===== src/rtl/wb_stream_writer_ctrl_pkg.sv =====
// Shared constants for the stream writer: Wishbone CTI/BTE codes and sequencer states.
// Imported by the controller so bus encodings live in one place.
package wb_stream_writer_ctrl_pkg;

  localparam logic [2:0] CTI_CLASSIC = 3'b000;
  localparam logic [2:0] CTI_INC     = 3'b010;
  localparam logic [2:0] CTI_EOB     = 3'b111;
  localparam logic [1:0] BTE_LINEAR  = 2'b00;

  typedef enum logic [1:0] {
    ST_IDLE   = 2'd0,
    ST_WAIT   = 2'd1,
    ST_ACTIVE = 2'd2
  } state_t;

endpackage


===== src/rtl/wb_stream_writer_ctrl.sv =====
// Stream writer sequencer: reads buf_size words from start_adr as incrementing Wishbone
// bursts and forwards each acked word straight into the downstream FIFO.
module wb_stream_writer_ctrl
  import wb_stream_writer_ctrl_pkg::*;
#(
  parameter int WB_AW   = 32,
  parameter int WB_DW   = 32,
  parameter int FIFO_AW = 5
) (
  input  logic                 wb_clk_i,
  input  logic                 wb_rst_n_i,
  input  logic                 enable,
  input  logic [WB_AW-1:0]     start_adr,
  input  logic [WB_AW-1:0]     buf_size,
  input  logic [WB_AW-1:0]     burst_size,
  output logic                 busy,
  output logic [WB_DW-1:0]     tx_cnt,
  output logic                 err,
  output logic [WB_AW-1:0]     wbm_adr_o,
  output logic [WB_DW/8-1:0]   wbm_sel_o,
  output logic                 wbm_we_o,
  output logic                 wbm_cyc_o,
  output logic                 wbm_stb_o,
  output logic [2:0]           wbm_cti_o,
  output logic [1:0]           wbm_bte_o,
  input  logic [WB_DW-1:0]     wbm_dat_i,
  input  logic                 wbm_ack_i,
  input  logic                 wbm_err_i,
  output logic [WB_DW-1:0]     fifo_d_o,
  output logic                 fifo_wr_o,
  input  logic [FIFO_AW:0]     fifo_cnt_i
);

  localparam logic [WB_AW-1:0] DEPTH    = WB_AW'(2**FIFO_AW);
  localparam logic [WB_AW-1:0] ADR_STEP = WB_AW'(WB_DW/8);
  localparam logic [WB_AW-1:0] ONE      = WB_AW'(1);

  state_t             state_q, state_d;
  logic [WB_AW-1:0]   adr_q, adr_d;
  logic [WB_AW-1:0]   remaining_q, remaining_d;
  logic [WB_AW-1:0]   beat_cnt_q, beat_cnt_d;
  logic [WB_AW-1:0]   burst_q, burst_d;
  logic [WB_DW-1:0]   tx_cnt_q, tx_cnt_d;
  logic               busy_q, busy_d;
  logic               err_q, err_d;
  logic               cyc_q, cyc_d;

  logic [WB_AW-1:0]   eff_burst;
  logic [WB_AW-1:0]   blen_raw;
  logic [WB_AW-1:0]   blen;
  logic [WB_AW-1:0]   free;

  // Burst length is capped at the FIFO depth so a huge burst_size can never stall forever.
  assign eff_burst = (burst_q == '0) ? ONE : burst_q;
  assign blen_raw  = (eff_burst < remaining_q) ? eff_burst : remaining_q;
  assign blen      = (blen_raw > DEPTH) ? DEPTH : blen_raw;
  assign free      = DEPTH - WB_AW'(fifo_cnt_i);

  always_ff @(posedge wb_clk_i or negedge wb_rst_n_i) begin
    if (!wb_rst_n_i) begin
      state_q     <= ST_IDLE;
      adr_q       <= '0;
      remaining_q <= '0;
      beat_cnt_q  <= '0;
      burst_q     <= '0;
      tx_cnt_q    <= '0;
      busy_q      <= 1'b0;
      err_q       <= 1'b0;
      cyc_q       <= 1'b0;
    end else begin
      state_q     <= state_d;
      adr_q       <= adr_d;
      remaining_q <= remaining_d;
      beat_cnt_q  <= beat_cnt_d;
      burst_q     <= burst_d;
      tx_cnt_q    <= tx_cnt_d;
      busy_q      <= busy_d;
      err_q       <= err_d;
      cyc_q       <= cyc_d;
    end
  end

  always_comb begin
    state_d     = state_q;
    adr_d       = adr_q;
    remaining_d = remaining_q;
    beat_cnt_d  = beat_cnt_q;
    burst_d     = burst_q;
    tx_cnt_d    = tx_cnt_q;
    busy_d      = busy_q;
    err_d       = err_q;
    cyc_d       = cyc_q;
    case (state_q)
      ST_IDLE: begin
        if (enable) begin
          state_d     = ST_WAIT;
          busy_d      = 1'b1;
          adr_d       = start_adr;
          remaining_d = buf_size;
          burst_d     = burst_size;
          tx_cnt_d    = '0;
          err_d       = 1'b0;
        end
      end
      ST_WAIT: begin
        if (remaining_q == '0) begin
          state_d = ST_IDLE;
          busy_d  = 1'b0;
        end else if (free >= blen) begin
          state_d    = ST_ACTIVE;
          cyc_d      = 1'b1;
          beat_cnt_d = blen;
        end
      end
      ST_ACTIVE: begin
        if (wbm_err_i) begin
          state_d = ST_IDLE;
          cyc_d   = 1'b0;
          err_d   = 1'b1;
          busy_d  = 1'b0;
        end else if (wbm_ack_i) begin
          adr_d       = adr_q + ADR_STEP;
          tx_cnt_d    = tx_cnt_q + 1'b1;
          remaining_d = remaining_q - ONE;
          beat_cnt_d  = beat_cnt_q - ONE;
          if (beat_cnt_q == ONE) begin
            state_d = ST_WAIT;
            cyc_d   = 1'b0;
          end
        end
      end
      default: begin
        state_d = ST_IDLE;
        cyc_d   = 1'b0;
        busy_d  = 1'b0;
      end
    endcase
  end

  assign busy      = busy_q;
  assign tx_cnt    = tx_cnt_q;
  assign err       = err_q;
  assign wbm_adr_o = adr_q;
  assign wbm_sel_o = '1;
  assign wbm_we_o  = 1'b0;
  assign wbm_cyc_o = cyc_q;
  assign wbm_stb_o = cyc_q;
  assign wbm_cti_o = !cyc_q ? CTI_CLASSIC : ((beat_cnt_q == ONE) ? CTI_EOB : CTI_INC);
  assign wbm_bte_o = BTE_LINEAR;
  assign fifo_d_o  = wbm_dat_i;
  // A bus error in the same cycle as ack wins, so the errored word never reaches the FIFO.
  assign fifo_wr_o = wbm_ack_i & cyc_q & ~wbm_err_i;

endmodule


===== config.mk =====
export PLATFORM = sky130hd
export DESIGN_NAME = wb_stream_writer_ctrl
export DESIGN_NICKNAME = d
export VERILOG_FILES = /design/src/rtl/wb_stream_writer_ctrl_pkg.sv /design/src/rtl/wb_stream_writer_ctrl.sv
export SDC_FILE = /design/constraint.sdc
export NUM_CORES = 1
export LEC_CHECK = 0
export CELL_PAD_IN_SITES_DETAIL_PLACEMENT = 0
export CELL_PAD_IN_SITES_GLOBAL_PLACEMENT = 2
export CORE_MARGIN = 4
export CORE_UTILIZATION = 27
export CTS_CLUSTER_DIAMETER = 150
export DETAILED_ROUTE_END_ITERATION = 8
export PLACE_DENSITY_LB_ADDON = 0.1
export SYNTH_ARGS = -nofsm -noshare
export SYNTH_HDL_FRONTEND = slang
export SYNTH_SLANG_ARGS = --single-unit

===== constraint.sdc =====
create_clock -name wb_clk_i -period 4.6 [get_ports wb_clk_i]
set_input_delay 0.92 -clock wb_clk_i [delete_from_list [all_inputs] [get_ports wb_clk_i]]
set_output_delay 0.92 -clock wb_clk_i [all_outputs]
set_load 0.01 [all_outputs]

==> results of run 1 <==
per-layer routing:
| layer | wire (um) | global-route usage |
|---|---|---|
| met1 | 18000 | 0.241 |
| met2 | 16000 | 0.249 |
| met3 | 1380 | 0.0327 |
| met4 | 432 | 0.0365 |
| met5 | 0 | 0 |
worst max path at each step:
stage                      to       startpoint
2_1_floorplan  beat_cnt_q[14]   remaining_q[5]
3_3_place_gp   beat_cnt_q[30]       burst_q[6]
3_5_place_dp   beat_cnt_q[23]       burst_q[6]
4_1_cts        beat_cnt_q[22]  remaining_q[30]
5_1_grt         beat_cnt_q[0]  remaining_q[12]
6_report        beat_cnt_q[0]  remaining_q[27]
where the power goes:
part	internal [uW]	leakage, uW	switching (uW)
Sequential	1980	0.00206	618
Clock	910	0.000299	639
Combinational	1680	0.00346	2150
worst max-delay path, stage by stage, from the launching register on:
cell and delay [ns]:
dfrtp_1 0.36, inv_1 0.06, ha_1 0.33, and4_1 0.25, and3_1 0.20, a221oi_2 0.28, o311a_1 0.25, and2_4 0.20
nand2_1 0.05, o21ai_0 0.08, nand2_1 0.08, ha_1 0.31, a21o_1 0.19, a2111oi_2 0.33, o21ai_1 0.11, a21oi_1 0.13
o211ai_1 0.18, a31oi_4 0.27, buf_12 0.18, nor3_1 0.05, a211oi_1 0.23
logic make-up after synthesis:
group | after synthesis
XOR/XNOR | 31
buffers and inverters | 182
flip-flops | 165
AO/OA/AOI/OAI | 360
adder cells (fa/ha/maj) | 69
multiplexers | 35
AND/OR/NAND/NOR | 428
other | 2
placed cells by master (no fill, tap or decap), drive strengths merged, types with 16 or more instances in the layout:
| cell | synthesis | final |
|---|---|---|
| a21oi | 122 | 122 |
| and3 | 31 | 31 |
| buf | 57 | 42 |
| clkbuf | 72 | 23 |
| clkdlybuf4s50 | 0 | 177 |
| conb | 2 | 33 |
| dfrtp | 165 | 165 |
| ha | 69 | 69 |
| inv | 53 | 54 |
| mux2 | 34 | 34 |
| nand2 | 99 | 99 |
| nand3 | 44 | 44 |
| nand4 | 21 | 21 |
| nor2 | 117 | 117 |
| nor3 | 34 | 34 |
| nor4 | 22 | 22 |
| o21ai | 125 | 125 |
| o22ai | 21 | 21 |
| or3 | 16 | 16 |
| xor2 | 21 | 21 |
layout make-up:
cell class / instances / area (um2) / area share
Sequential cell: 165 / 4130 / 0.301
Clock inverter: 8 / 121 / 0.00884
Clock buffer: 23 / 488 / 0.0355
Tap cell: 518 / 648 / 0.0472
Inverter: 53 / 199 / 0.0145
Multi-Input combinational cell: 956 / 5990 / 0.436
Timing Repair Buffer: 219 / 2160 / 0.157
stage by stage:
| step | setup WS [ns] | area [um2] | hold slack, ns | power, uW |
|---|---|---|---|---|
| floorplan | 0.280 | 10900 | 0.443 | 4940 |
| global placement | 0.0675 | 13000 | 0.466 | 6410 |
| detailed placement | 0.00473 | 13000 | 0.475 | 6410 |
| CTS | 0.0223 | 13700 | 0.492 | 8020 |
| global route | 0.0129 | 13700 | 0.499 | 8660 |
| finish | 0.365 | 13700 | 0.495 | 7980 |
flip-flops by register name (all words and copies together) (netlist names), 2 cells and up:
name         flops
beat_cnt_q      32
burst_q         32
remaining_q     32
tx_cnt          32
wbm_adr_o       32
state_q          2
timing repair:
action / 4_1_cts / 5_1_grt
hold buffers: 0 / 0
pin swaps: 0 / 4
buffers inserted: 0 / 5
gates resized for setup: 1 / 11
setup endpoints to repair: 3 / 34
==> results.cfg, run 1 <==
[timing]
finalSetupTns_ns = 0
fmaxAchievable_ghz = 0.236
timing.slew.headroom = 0.294
timing_worst_slew_pin_value_ns = 1.05
final-hold-violation-count = 0
final_max_slew_viol_count = 0
timing.final.setup_violations = 0
period_share = 0.921
min_period_ns = 4.23
rsz0062_at_grt = false
skew_ns = 0.0111

[routing]
detail_route.first_pass.iterations = 7
aggregate_routed_wire_length_um = 35800
routedWlPerCell_um = 18.4
vias = 9633
via_per_inst = 4.96
drc = 0
first_iter_violations = 536
final_antenna_net_count = 0

[clock_network]
ctsHtreeMaxLevel = 4
insertion_delay_ns = 0.45
cts_inserted_buffers = 17
cts.path.max_buffers = 2
tritoncts = done
clk_root_buffer_cell = clkbuf_16
worst_setup_hold_path_clk_slew_ns = 0.07
clock_sink_count = 165

[hold_path]
hold_path_startpoint = beat_cnt_q[30]
hp-class = reg2reg
hold_end = beat_cnt_q[30]
hold_depth = 1

[global_routing]
grt_pass1_vias = 9580
globalRouteOverflowTotal = 0
gr-usage-all-layers = 0.164
grt_antenna_before_repair = 0
grt_start_max_net_pins = 98
grt_first_pass_wirelength_um = 57000

[synth]
muxShareOfSynthArea = 0.0364
synth_top_family_by_area = simple AND/OR/NAND/NOR gates
synth-compound-area-share = 0.197
dominantRegCellSynth = dfrtp_1
synthTopCellsByArea = dfrtp_1 38%, ha_1 8.0%, o21ai_0 5.7%
synth-adder-area-share = 0.0800
synth.yosys.seq_area_share = 0.382
synth_xor_xnor_area_share = 0.0251
post_synth_instance_area_um2 = 10800
ys_ff_latch = 165
synth.most_common_cell = dfrtp_1
share_of_synthesized_cell_area_in_and_or_nand_and_nor_gates = 0.198
synth-async-reset-ratio = 1.00
synthDistinctLibCells = 70
synth_largest_type_area_fraction = 0.382
number_of_synthesized_flops_with_an_enable_pin = 0
synth.largest_area_cell = dfrtp_1
postSynthCellCount = 1272
yosys_warnings = 0
synth_common_cells = 165 x dfrtp_1, 124 x o21ai_0, 121 x a21oi_1, 117 x nor2_1, 99 x nand2_1
synthesis.area_per_instance_um2 = 8.49

[layout]
area_delta_synth_final_pct = 27.2
nFillCells = 4097
finish.cell_count_without_fillers = 1942
fin_nets = 1620
layout_cells_sized_above_1 = 0.0948
antenna_cells = 0
final_core_util = 0.351

[worst_setup_path]
crit_path_start_kind = flip-flop
crit_path_max_fo = 21
worstPathArrival_ns = 4.59
r2r_cells = 20
critPathCaptureType = flip-flop
critPathRequiredTime_ns = 4.95
crit-reg2reg-launch = remaining_q[27]
timing_worst_setup_path_type = reg2reg
r2r_end = beat_cnt_q[0]
r2r_setup_slack_ns = 0.37

[die]
die_area_um2 = 43300
die_height_um = 208
floorplan.initialDensity = 0.276
design.portCount = 250
row_count = 72
fp.dieW_um = 208
coreArea_um2 = 39100

[place]
gpl.final_weighted_congestion = 0.807
place.detailed.hpwl_um = 26000
place.detailed.instances = 1906
port_buffers = 178

[power_and_ir_drop]
worst_ir_drop_vdd_mv = 0.294
power_density_nw_per_um2 = 581
p_leak_uw = 0.00582

[run_status]
run_status = completed

[flow_run]
cap_violations = 0
(Power assumes the default switching activity.)
==> run 2: changes to the inputs <==
--- a/config.mk
+++ b/config.mk
@@ -13,4 +13,6 @@
 export DETAILED_ROUTE_END_ITERATION = 8
 export PLACE_DENSITY_LB_ADDON = 0.1
+export REMOVE_ABC_BUFFERS = 1
+export SETUP_SLACK_MARGIN = 0.5
 export SYNTH_ARGS = -nofsm -noshare
 export SYNTH_HDL_FRONTEND = slang
==> constraint.sdc (replaced) <==
create_clock -name wb_clk_i -period 4.6 [get_ports wb_clk_i]
set_input_delay 0.92 -clock wb_clk_i [delete_from_list [all_inputs] [get_ports wb_clk_i]]
set_output_delay 0.92 -clock wb_clk_i [all_outputs]
set_load 0.02 [all_outputs]
==> run 2 against run 1 <==
Non-clock buffer count is 40 higher. Clock skew hardly changed. Sequential share of layout area is 1.3 points lower. Die area stayed put. Design area is 4.6% higher. Largest cell class unchanged.
==> results.cfg, run 2 (synthesis results as in run 1) <==
[timing]
final-hold-violation-count = 0
timing.slew.headroom = 0.258
skew_ns = 0.0115
timing.final.setup_violations = 0
fmaxAchievable_ghz = 0.245
timing_worst_slew_pin_value_ns = 1.10
period_share = 0.887
min_period_ns = 4.08
rsz0062_at_grt = true
final_max_slew_viol_count = 0

[layout]
multi_input_comb_area_um2 = 6260
fin_nets = 1660
final_common_cell = clkdlybuf4s50_1
layout_cells_sized_above_1 = 0.152
area.sequential_um2 = 4130
antenna_cells = 0
area_delta_synth_final_pct = 33.1
design_area_um2 = 14400
layout.cells.most_common_list = 175 x clkdlybuf4s50_1, 162 x dfrtp_1, 116 x a21oi_1, 116 x nor2_1, 99 x nand2_1
nFillCells = 4046

[clock_network]
insertion_delay_ns = 0.45
cts_inserted_buffers = 17
ctsHtreeMaxLevel = 4
cts.path.max_buffers = 2
worst_setup_hold_path_clk_slew_ns = 0.07
clk_root_buffer_cell = clkbuf_16
tritoncts = done
clock_sink_count = 165

[worst_setup_path]
crit_path_max_fo = 9
critPathCaptureType = flip-flop
crit_path_start_kind = flip-flop
critPathRequiredTime_ns = 4.93
crit-reg2reg-launch = remaining_q[24]
worstPathArrival_ns = 4.41
r2r_end = beat_cnt_q[4]
r2r_cells = 17
timing_worst_setup_path_type = reg2reg
r2r_setup_slack_ns = 0.52

[die]
row_count = 72
die_height_um = 208
floorplan.initialDensity = 0.276
coreArea_um2 = 39100
design.portCount = 250
die_area_um2 = 43300
fp.dieW_um = 208

[hold_path]
hold_end = beat_cnt_q[23]
hold_depth = 1
hold_path_startpoint = beat_cnt_q[23]
hp-class = reg2reg

[power_and_ir_drop]
worst_ir_drop_vdd_mv = 0.310
finalPower_uw = 8600
p_leak_uw = 0.00607
power_density_nw_per_um2 = 598

[global_routing]
grt_antenna_before_repair = 0
gr-usage-all-layers = 0.169
globalRouteOverflowTotal = 0
grt_start_max_net_pins = 102
grt_first_pass_wirelength_um = 58700
grt_pass1_vias = 9922

[place]
port_buffers = 178
gpl.final_weighted_congestion = 0.797
place.detailed.hpwl_um = 26800
dpl_cell_area_um2 = 13100

[flow_run]
cap_violations = 0

[routing]
final_antenna_net_count = 0
vias = 9857
via_per_inst = 4.97
first_iter_violations = 489
aggregate_routed_wire_length_um = 37500
detail_route.first_pass.iterations = 4
routedWlPerCell_um = 18.9
drc = 0

[run_status]
run_status = completed
==> run 2: per-stage QoR <==
step           worst slack, ns  TNS [ns]  hold slack (ns)  instances   util
6_report                 0.519         0            0.490       1983  0.367
5_1_grt                  0.318         0            0.500       1983  0.367
4_1_cts                  0.500         0            0.486       1969  0.359
3_5_place_dp            0.0785         0            0.479       1910  0.334
3_3_place_gp             0.106         0            0.463       1910  0.334
2_1_floorplan           -0.432     -3.03            0.443       1174      -
==> run 2: worst max-delay path by stage <==
stage                               start  depth (start not counted)  slack [ns]        endpoint
after floorplan                state_q[0]                          4       -0.43  beat_cnt_q[30]
after global placement    remaining_q[27]                         20        0.11  beat_cnt_q[15]
after detailed placement  remaining_q[18]                         20        0.08  beat_cnt_q[15]
after CTS                 remaining_q[12]                         16        0.50  beat_cnt_q[30]
after global routing          burst_q[23]                         19        0.32  beat_cnt_q[31]
final                     remaining_q[24]                         17        0.52   beat_cnt_q[4]
==> run 2: critical path, cell delays in order, from the launching register on <==
cell and delay [ns]:
dfrtp_1 0.41, buf_4 0.15, or4_4 0.57, nor4b_4 0.29
nand4_1 0.20, buf_6 0.18, a2111oi_4 0.35, a31oi_2 0.09
ha_2 0.33, a31oi_1 0.09, o21ai_1 0.14, a21oi_1 0.08
o211ai_1 0.33, a31oi_4 0.15, buf_12 0.19, buf_4 0.16
o21ai_0 0.16, o21ai_0 0.10
==> run 2: final cells by class <==
cell class | instances | area share
multi-input combinational | 956 | 0.436
clock buffer | 20 | 0.0304
sequential | 165 | 0.288
tap | 518 | 0.0451
clock inverter | 12 | 0.0125
inverter | 53 | 0.0138
timing repair buffer | 259 | 0.175
==> run 2: per-layer routing <==
metal  wire length [um]  vias to the layer above  track usage
met2              17300                      176        0.269
li1                   -                     4866            -
met1              18200                     4795        0.234
met5                  0                        -      0.00556
met3               1610                       20       0.0431
met4                344                        0       0.0324
==> run 2: where the power goes <==
part,internal (uW),total [uW],switching [uW]
Sequential,1980,2610,627
Clock,911,1580,664
Combinational,1980,4410,2430
==> run 2: what timing repair did <==
action | CTS | global route
cloned | 0 | 2
endpoints found under the hold margin | 0 | 0
endpoints found under the setup margin | 34 | 36
hold buffers | 0 | 0
buffers inserted | 27 | 12
gates resized for setup | 32 | 66
pin swaps | 18 | 20
==> run 3: changes to the inputs <==
- CORE_UTILIZATION: 27 -> 32
- clock period: 4.6 -> 4.75 ns (I/O delays scaled with it)
==> run 3 against run 2 <==
Maximum frequency decreased by 3.1%. Highest routed layer unchanged. Sequential share of layout area rose by 1.2 points. Core utilization up 4.5 points. Clock power decreased by 13%. Worst hold slack lost 0.013 ns. Sequential power decreased by 3%. Largest power group unchanged. Sequential cell count is the same. Global-route usage increased by 2.1 points. First-iteration DRC count fell by 7.4%. Final cell count down 5.1%.
==> results.cfg, run 3 (synthesis results as in run 1) <==
[global_routing]
gr-usage-all-layers = 0.190
grt_first_pass_wirelength_um = 55100
globalRouteOverflowTotal = 0
grt_start_max_net_pins = 73
grt_pass1_vias = 9674
grt_antenna_before_repair = 0

[routing]
final_antenna_net_count = 0
detail_route.first_pass.iterations = 4
drc = 0
first_iter_violations = 453
vias = 9695
routedWlPerCell_um = 18.5
aggregate_routed_wire_length_um = 34900
via_per_inst = 5.15

[place]
port_buffers = 178
place.detailed.hpwl_um = 25100
gpl.final_weighted_congestion = 0.780
place.detailed.instances = 1826

[worst_setup_path]
critPathCaptureType = flip-flop
crit_path_start_kind = flip-flop
timing_worst_setup_path_type = reg2reg
critPathRequiredTime_ns = 5.10
worstPathArrival_ns = 4.56
crit_path_max_fo = 8

[clock_network]
tritoncts = done
clk_root_buffer_cell = clkbuf_16
cts_hold_buf = 0
ctsHtreeMaxLevel = 4
worst_setup_hold_path_clk_slew_ns = 0.06
cts_inserted_buffers = 17
insertion_delay_ns = 0.44
cts.path.max_buffers = 2
clock_sink_count = 165

[timing]
final-hold-violation-count = 0
min_period_ns = 4.21
fmaxAchievable_ghz = 0.237
rsz0062_at_grt = true
period_share = 0.887
skew_ns = 0.0101
timing.slew.headroom = 0.247
timing.final.setup_violations = 0
final_max_slew_viol_count = 0
timing_worst_slew_pin_value_ns = 1.13

[layout]
final_common_cell = clkdlybuf4s50_1
fin_nets = 1634
layout.cells.most_common_list = 177 x clkdlybuf4s50_1, 163 x dfrtp_1, 118 x a21oi_1, 115 x nor2_1, 106 x o21ai_0
final_core_util = 0.413
antenna_cells = 0
multi_input_comb_area_um2 = 6100
area.sequential_um2 = 4130
nFillCells = 3386
finish.cell_count_without_fillers = 1882
layout_cells_sized_above_1 = 0.118
area_delta_synth_final_pct = 27.8

[power_and_ir_drop]
power_density_nw_per_um2 = 564
p_leak_uw = 0.00586
worst_ir_drop_vdd_mv = 0.361

[die]
row_count = 67
design.portCount = 250
die_height_um = 192
die_area_um2 = 36700
fp.dieW_um = 192
coreArea_um2 = 33400
floorplan.initialDensity = 0.323

[hold_path]
hp-class = reg2reg

[run_status]
run_status = completed

[flow_run]
cap_violations = 0
run 3: per-stage QoR:
stage	instance area, um2	power [uW]	setup slack (ns)	TNS (ns)	hold slack [ns]
5_1_grt	13800	8480	0.262	0	0.510
4_1_cts	13600	7750	0.512	0	0.481
6_report	13800	7790	0.539	0	0.477
3_5_place_dp	12900	6170	0.207	0	0.473
3_3_place_gp	12900	6150	0.260	0	0.465
2_1_floorplan	10200	4740	-0.282	-0.881	0.443
run 3: critical path, stage by stage, from the launching register on:
cell and delay (ns):
dfrtp_1 0.39, buf_6 0.13, or4_4 0.55, nor4_4 0.21, buf_4 0.17, nand4_1 0.15, buf_4 0.21, buf_6 0.11
buf_6 0.11, nor4_4 0.19, a31oi_1 0.07, ha_2 0.19, a21o_1 0.18, a2111oi_2 0.28, o21ai_1 0.11, a21oi_1 0.15
o211ai_1 0.19, a31oi_4 0.31, buf_6 0.18, nor3_4 0.04, a211oi_2 0.20
run 3: power by group:
| group | total, uW | internal, uW | switching (uW) |
|---|---|---|---|
| registers | 2520 | 1920 | 595 |
| logic | 3890 | 1680 | 2210 |
| clock network | 1380 | 800 | 580 |
run 3: layer usage:
layer,GRT usage,vias up,wire length (um)
met1,0.268,4651,16700
met2,0.292,202,15900
met5,0.00687,-,0
li1,-,4820,-
met3,0.0509,22,1870
met4,0.0387,0,348
run 3: worst paths after layout:
| check | startpoint | end | slack [ns] | depth (start not counted) |
|---|---|---|---|---|
| max in group asynchronous | wb_rst_n_i | burst_q[18] | 3.27 | 2 |
| worst min register to register | beat_cnt_q[23] | beat_cnt_q[23] | 0.48 | 1 |
| min in group asynchronous | wb_rst_n_i | wbm_adr_o[12] | 0.53 | 1 |
| worst max-delay path | remaining_q[12] | beat_cnt_q[0] | 0.54 | 20 |
| worst max register to register | remaining_q[12] | beat_cnt_q[0] | 0.54 | 20 |
| worst min-delay path | beat_cnt_q[23] | beat_cnt_q[23] | 0.48 | 1 |
run 3: layout make-up:
type / instances / share of cell area
multi-input combinational: 956 / 0.442
sequential: 165 / 0.299
timing repair buffer: 233 / 0.163
tap: 448 / 0.0406
clock buffer: 22 / 0.0344
inverter: 53 / 0.0144
clock inverter: 5 / 0.00562
run 3: timing repair:
| action | in CTS | in global routing |
|---|---|---|
| resized for setup | 19 | 43 |
| pin swaps | 9 | 17 |
| setup endpoints to repair | 33 | 33 |
| gates cloned | 0 | 1 |
| buffers inserted | 19 | 9 |
